[src/rtl/cpu_pkg.sv]
// Shared definitions for the CPU control sequencer: opcodes, sequencer states
// and instruction-word field positions.
package cpu_pkg;

  localparam int unsigned IR_W      = 8;
  localparam int unsigned IR_OP_LSB = 5;
  localparam int unsigned IR_OP_W   = 3;
  localparam int unsigned IR_RSV    = 4;
  localparam int unsigned IR_RX_LSB = 2;
  localparam int unsigned IR_RY_LSB = 0;

  localparam logic [IR_OP_W-1:0] OP_MV  = 3'b000;
  localparam logic [IR_OP_W-1:0] OP_MVI = 3'b001;
  localparam logic [IR_OP_W-1:0] OP_ADD = 3'b010;
  localparam logic [IR_OP_W-1:0] OP_SUB = 3'b011;

  typedef enum logic [1:0] {
    T0,
    T1,
    T2,
    T3
  } state_e;

endpackage

[src/rtl/reg_sel_decoder.sv]
// Binary-to-one-hot register select decoder with enable; all-zero when disabled.
module reg_sel_decoder #(
  parameter int unsigned NREG = 4
) (
  input  logic                    en_i,
  input  logic [$clog2(NREG)-1:0] idx_i,
  output logic [NREG-1:0]         onehot_o
);

  always_comb begin
    onehot_o = '0;
    if (en_i) begin
      onehot_o[idx_i] = 1'b1;
    end
  end

endmodule

[src/rtl/cpu_control.sv]
// Control sequencer for the simple bus CPU: latches an instruction in T0, then
// drives the register/ALU/data-input bus strobes for one to three execute cycles.
module cpu_control
  import cpu_pkg::*;
#(
  parameter int unsigned NREG = 4
) (
  input  logic            clk,
  input  logic            reset,
  input  logic            run,
  input  logic [7:0]      ir_in,
  output logic [NREG-1:0] reg_read,
  output logic [NREG-1:0] reg_write,
  output logic            din_read,
  output logic            a_write,
  output logic            g_write,
  output logic            g_read,
  output logic            alu_sub,
  output logic            ir_load,
  output logic            done
);

  localparam int unsigned IdxW = $clog2(NREG);

  state_e            state_q, state_d;
  logic [IR_W-1:0]   ir_q;
  logic [IR_OP_W-1:0] op;
  logic [IdxW-1:0]   rx, ry, rd_idx;
  logic              rd_en, wr_en, rd_sel_rx;
  logic              unused_rsvd;

  assign op          = ir_q[IR_OP_LSB +: IR_OP_W];
  assign rx          = ir_q[IR_RX_LSB +: IdxW];
  assign ry          = ir_q[IR_RY_LSB +: IdxW];
  assign unused_rsvd = ir_q[IR_RSV];

  always_ff @(posedge clk or posedge reset) begin
    if (reset) begin
      state_q <= T0;
      ir_q    <= '0;
    end else begin
      state_q <= state_d;
      if (ir_load) begin
        ir_q <= ir_in;
      end
    end
  end

  always_comb begin
    state_d   = state_q;
    rd_en     = 1'b0;
    wr_en     = 1'b0;
    rd_sel_rx = 1'b0;
    din_read  = 1'b0;
    a_write   = 1'b0;
    g_write   = 1'b0;
    g_read    = 1'b0;
    alu_sub   = 1'b0;
    ir_load   = 1'b0;
    done      = 1'b0;
    unique case (state_q)
      T0: begin
        // reset forces T0 asynchronously; gating keeps ir_load low while it is held
        ir_load = run & ~reset;
        if (run) begin
          state_d = T1;
        end
      end
      T1: begin
        case (op)
          OP_MV: begin
            rd_en   = 1'b1;
            wr_en   = 1'b1;
            done    = 1'b1;
            state_d = T0;
          end
          OP_MVI: begin
            din_read = 1'b1;
            wr_en    = 1'b1;
            done     = 1'b1;
            state_d  = T0;
          end
          OP_ADD, OP_SUB: begin
            rd_en     = 1'b1;
            rd_sel_rx = 1'b1;
            a_write   = 1'b1;
            state_d   = T2;
          end
          default: begin
            done    = 1'b1;
            state_d = T0;
          end
        endcase
      end
      T2: begin
        rd_en   = 1'b1;
        g_write = 1'b1;
        alu_sub = (op == OP_SUB);
        state_d = T3;
      end
      T3: begin
        g_read  = 1'b1;
        wr_en   = 1'b1;
        done    = 1'b1;
        state_d = T0;
      end
      default: state_d = T0;
    endcase
  end

  assign rd_idx = rd_sel_rx ? rx : ry;

  reg_sel_decoder #(
    .NREG(NREG)
  ) u_read_dec (
    .en_i    (rd_en),
    .idx_i   (rd_idx),
    .onehot_o(reg_read)
  );

  reg_sel_decoder #(
    .NREG(NREG)
  ) u_write_dec (
    .en_i    (wr_en),
    .idx_i   (rx),
    .onehot_o(reg_write)
  );

endmodule

[config.mk]
export PLATFORM = sky130hd
export DESIGN_NAME = cpu_control
export DESIGN_NICKNAME = d
export VERILOG_FILES = /design/src/rtl/cpu_pkg.sv /design/src/rtl/reg_sel_decoder.sv /design/src/rtl/cpu_control.sv
export SDC_FILE = /design/constraint.sdc
export NUM_CORES = 1
export LEC_CHECK = 0
export BUFFER_PORTS_ARGS = -buffer_cell sky130_fd_sc_hd__buf_4
export CORE_MARGIN = 5
export CORE_UTILIZATION = 39
export CTS_CLUSTER_SIZE = 14
export DETAILED_ROUTE_END_ITERATION = 16
export PLACE_DENSITY = 0.8
export SETUP_SLACK_MARGIN = 0.1
export SKIP_CTS_REPAIR_TIMING = 1
export SYNTH_ARGS = -nofsm -noshare
export SYNTH_HDL_FRONTEND = slang
export SYNTH_SLANG_ARGS = --single-unit
[constraint.sdc]
create_clock -name clk -period 1.6 [get_ports clk]
set_input_delay 0.16 -clock clk [delete_from_list [all_inputs] [get_ports clk]]
set_output_delay 0.16 -clock clk [all_outputs]
set_load 0.005 [all_outputs]
==> flow_summary.yaml <==
sta:
  hold_viol: 0
  max_slew.worst_pin.slew_ns: 0.287
  max_freq_ghz: 0.553
  rsz0062_at_grt: "yes"
  setup_violations: 9
  setup_ws_ns: -0.208
  period_needed_ns: 1.81
  slew_headroom: 0.809
  post-route-period-util: 1.13
  slew_viol_final: 0
  skew_ns: 0.00328
  finalSetupTns_ns: -0.982
  hold_ws_ns: 0.132
synth:
  ys_seq_area_frac: 0.372
  synth_top_area_cell: "dfrtp_1"
  synth_seq_cells: 9
  synth.cell_area_um2: 606
  synth_area_leaders: "dfrtp_1, mux2_2, ha_1"
  syn-num-nets: 77
  yosysWarnings: 0
  synth_cell_type_count: 22
  syn_area_per_cell_um2: 9.77
  synth.top_cell.area_share: 0.372
  netlist_instances: 62
critical_path:
  critPathCaptureType: "output pin"
  critical_path.cell_chain: "inv_2 -> ha_4 -> nand3b_4 -> or3_4 -> a211oi_2 -> buf_4"
  cpLargestDelayFamily: "simple AND/OR/NAND/NOR gates"
  r2r-start: "state_q[0]"
  worst-path-max-fanout: 5
  crit-reg2reg-capture: "ir_q[3]"
  r2r_setup_slack_ns: 0.07
  worst_r2r_path_depth: 7
  arrival_ns: 1.65
  required_ns: 1.44
  start_kind: "register"
  max_stage_delay_ns: 0.39
  crit_buf_inv: 2
  critPathKind: "register to output pin"
  crit_slowest_cell: "dfrtp_1"
global_route:
  grt_pass1_wl_um: 2370
  grt_pass1_vias: 571
  grt_busiest_layer: "met2"
  grt_max_degree: 10
  use_met1: 0.122
  grt_usage: 0.123
  antenna_found_initial: 0
  grt_use_met2: 0.225
  met3_usage: 0.0275
  overflow: 0
route:
  via_per_inst: 5.23
  first_iter_violations: 2
  wl_per_cell_um: 14.3
  drt-total-wl_um: 1700
  antenna_left: 0
  num_vias: 622
  drc_errors: 0
  dr.pass1.iters: 3
power_and_ir_drop:
  swShare: 0.411
  p_seq_frac: 0.275
  leakagePower_nw: 0.511
  comb_power_share: 0.636
  clockPowerShare: 0.089
  internal_power_mw: 1.12
  peakVddDrop_mv: 1.17
  p_sw_mw: 0.785
  p_per_area_nw_per_um2: 1800
floorplanning:
  core_area_um2: 1490
  rows: 14
  num_io_pins: 26
  initial_utilization: 0.407
  die_area_um2: 2440
  die_h_um: 49.4
  die_x_um: 49.4
status:
  violations: "setup timing"
  status: "complete, but fails checks"
worst_hold_path:
  worstHoldPathCells: 2
  min_from: "ir_in[0]"
  hold_path.class: "primary input to register"
  whs_endpoint: "ir_q[0]"
final_layout:
  fin_area_um2: 1060
  final_nets: 119
  fillers: 100
  final_layout_size_suffix_gt1_frac: 0.650
  final_cells: 119
  diodes: 0
  syn_to_final_growth_pct: 75.6
placed_design:
  hpwlAfterDp_um: 1200
  place_congestion: 0.682
  numPortBuffers: 24
  place_area_um2: 876
  dp_cells: 110
clock_tree:
  insertion_delay_ns: 0.26
  numCtsBuffers: 3
  htreeDepth: 1
  tritoncts: "yes"
  clk_pin_slew_ns: 0.06
  clock_sinks: 9
  cts_max_path_buffers: 2
  root_buffer: "clkbuf_4"
job:
  max_cap_violations: 0
==> cell type report <==
| cell class | instances | area (um2) | share of cell area |
|---|---|---|---|
| multi-input cells | 43 | 449 | 0.422 |
| repair buffers | 39 | 310 | 0.292 |
| flip-flops and latches | 9 | 225 | 0.212 |
| inverters | 8 | 32.5 | 0.0306 |
| clock buffers | 4 | 26.3 | 0.0247 |
| well taps | 16 | 20.0 | 0.0188 |
==> power by group through the flow <==
| stage | sequential (mW) | clock (mW) | combinational [mW] |
|---|---|---|---|
| finish | 0.525 | 0.171 | 1.21 |
| global route | 0.555 | 0.195 | 1.31 |
| CTS | 0.490 | 0.180 | 0.895 |
| detailed placement | 0.495 | 0 | 0.892 |
| global placement | 0.480 | 0 | 0.868 |
| floorplan | 0.419 | 0 | 0.555 |
==> how the worst max path moves through the flow <==
stage	from	end	slack, ns	depth (start not counted)
finish	register	reg_read[0]	-0.21	6
global route	register	reg_read[0]	-0.32	7
CTS	register	reg_read[0]	-0.27	6
detailed placement	register	reg_read[0]	0.02	6
global placement	state_q[0]	reg_read[0]	0.04	6
floorplan	register	reg_read[0]	0.13	6
==> Yosys cell counts <==
| library cell | instances |
|---|---|
| a21oi_1 | 1 |
| clkbuf_1 | 2 |
| inv_1 | 7 |
| a211oi_2 | 1 |
| or3_1 | 2 |
| mux2i_1 | 1 |
| a21o_1 | 1 |
| a31oi_1 | 2 |
| a211oi_1 | 3 |
| nand3_1 | 3 |
| nor3_1 | 1 |
| inv_2 | 1 |
| nand3b_4 | 1 |
| nand3b_1 | 4 |
| dfrtp_1 | 9 |
| nor3b_1 | 3 |
| nand2_1 | 3 |
| mux2_2 | 7 |
| and2_1 | 1 |
| nand2b_1 | 1 |
| ha_1 | 4 |
| nor2_1 | 4 |
==> cells in the final DEF, fill, tap and decap left out, drive strengths merged <==
cell type,netlist,layout
nand2,3,3
nand2b,1,1
a21oi,1,1
a31oi,2,2
a211oi,4,4
mux2i,1,1
or3,2,2
nor3b,3,3
ha,4,4
clkbuf,2,4
nor2,4,4
buf,0,38
nand3,3,3
inv,8,8
dfrtp,9,9
nand3b,5,5
dlygate4sd3,0,1
and2,1,1
nor3,1,1
mux2,7,7
a21o,1,1
==> layer usage <==
| layer | wire (um) | vias to the layer above |
|---|---|---|
| met1 | 661 | 306 |
| met4 | 29 | 0 |
| met3 | 100 | 3 |
| li1 | - | 297 |
| met2 | 912 | 16 |
| met5 | 0 | - |
==> cells by family (layout without fill, tap and decap cells) <==
| family | count (synthesis) | count (layout) | share of synthesized area |
|---|---|---|---|
| AO/OA/AOI/OAI | 8 | 8 | 0.0992 |
| adder cells (fa/ha/maj) | 4 | 4 | 0.0826 |
| buffers and inverters | 10 | 51 | 0.0620 |
| flip-flops | 9 | 9 | 0.372 |
| multiplexers | 8 | 8 | 0.147 |
| AND/OR/NAND/NOR | 23 | 23 | 0.238 |
==> stage by stage <==
step,total power [mW],utilization,setup slack [ns]
3_3_place_gp,1.35,0.588,0.0397
4_1_cts,1.56,0.606,-0.268
5_1_grt,2.06,0.714,-0.323
2_1_floorplan,0.974,-,0.133
6_report,1.91,0.714,-0.208
3_5_place_dp,1.39,0.588,0.0237
Note: power is estimated with default switching activity, not from simulation.
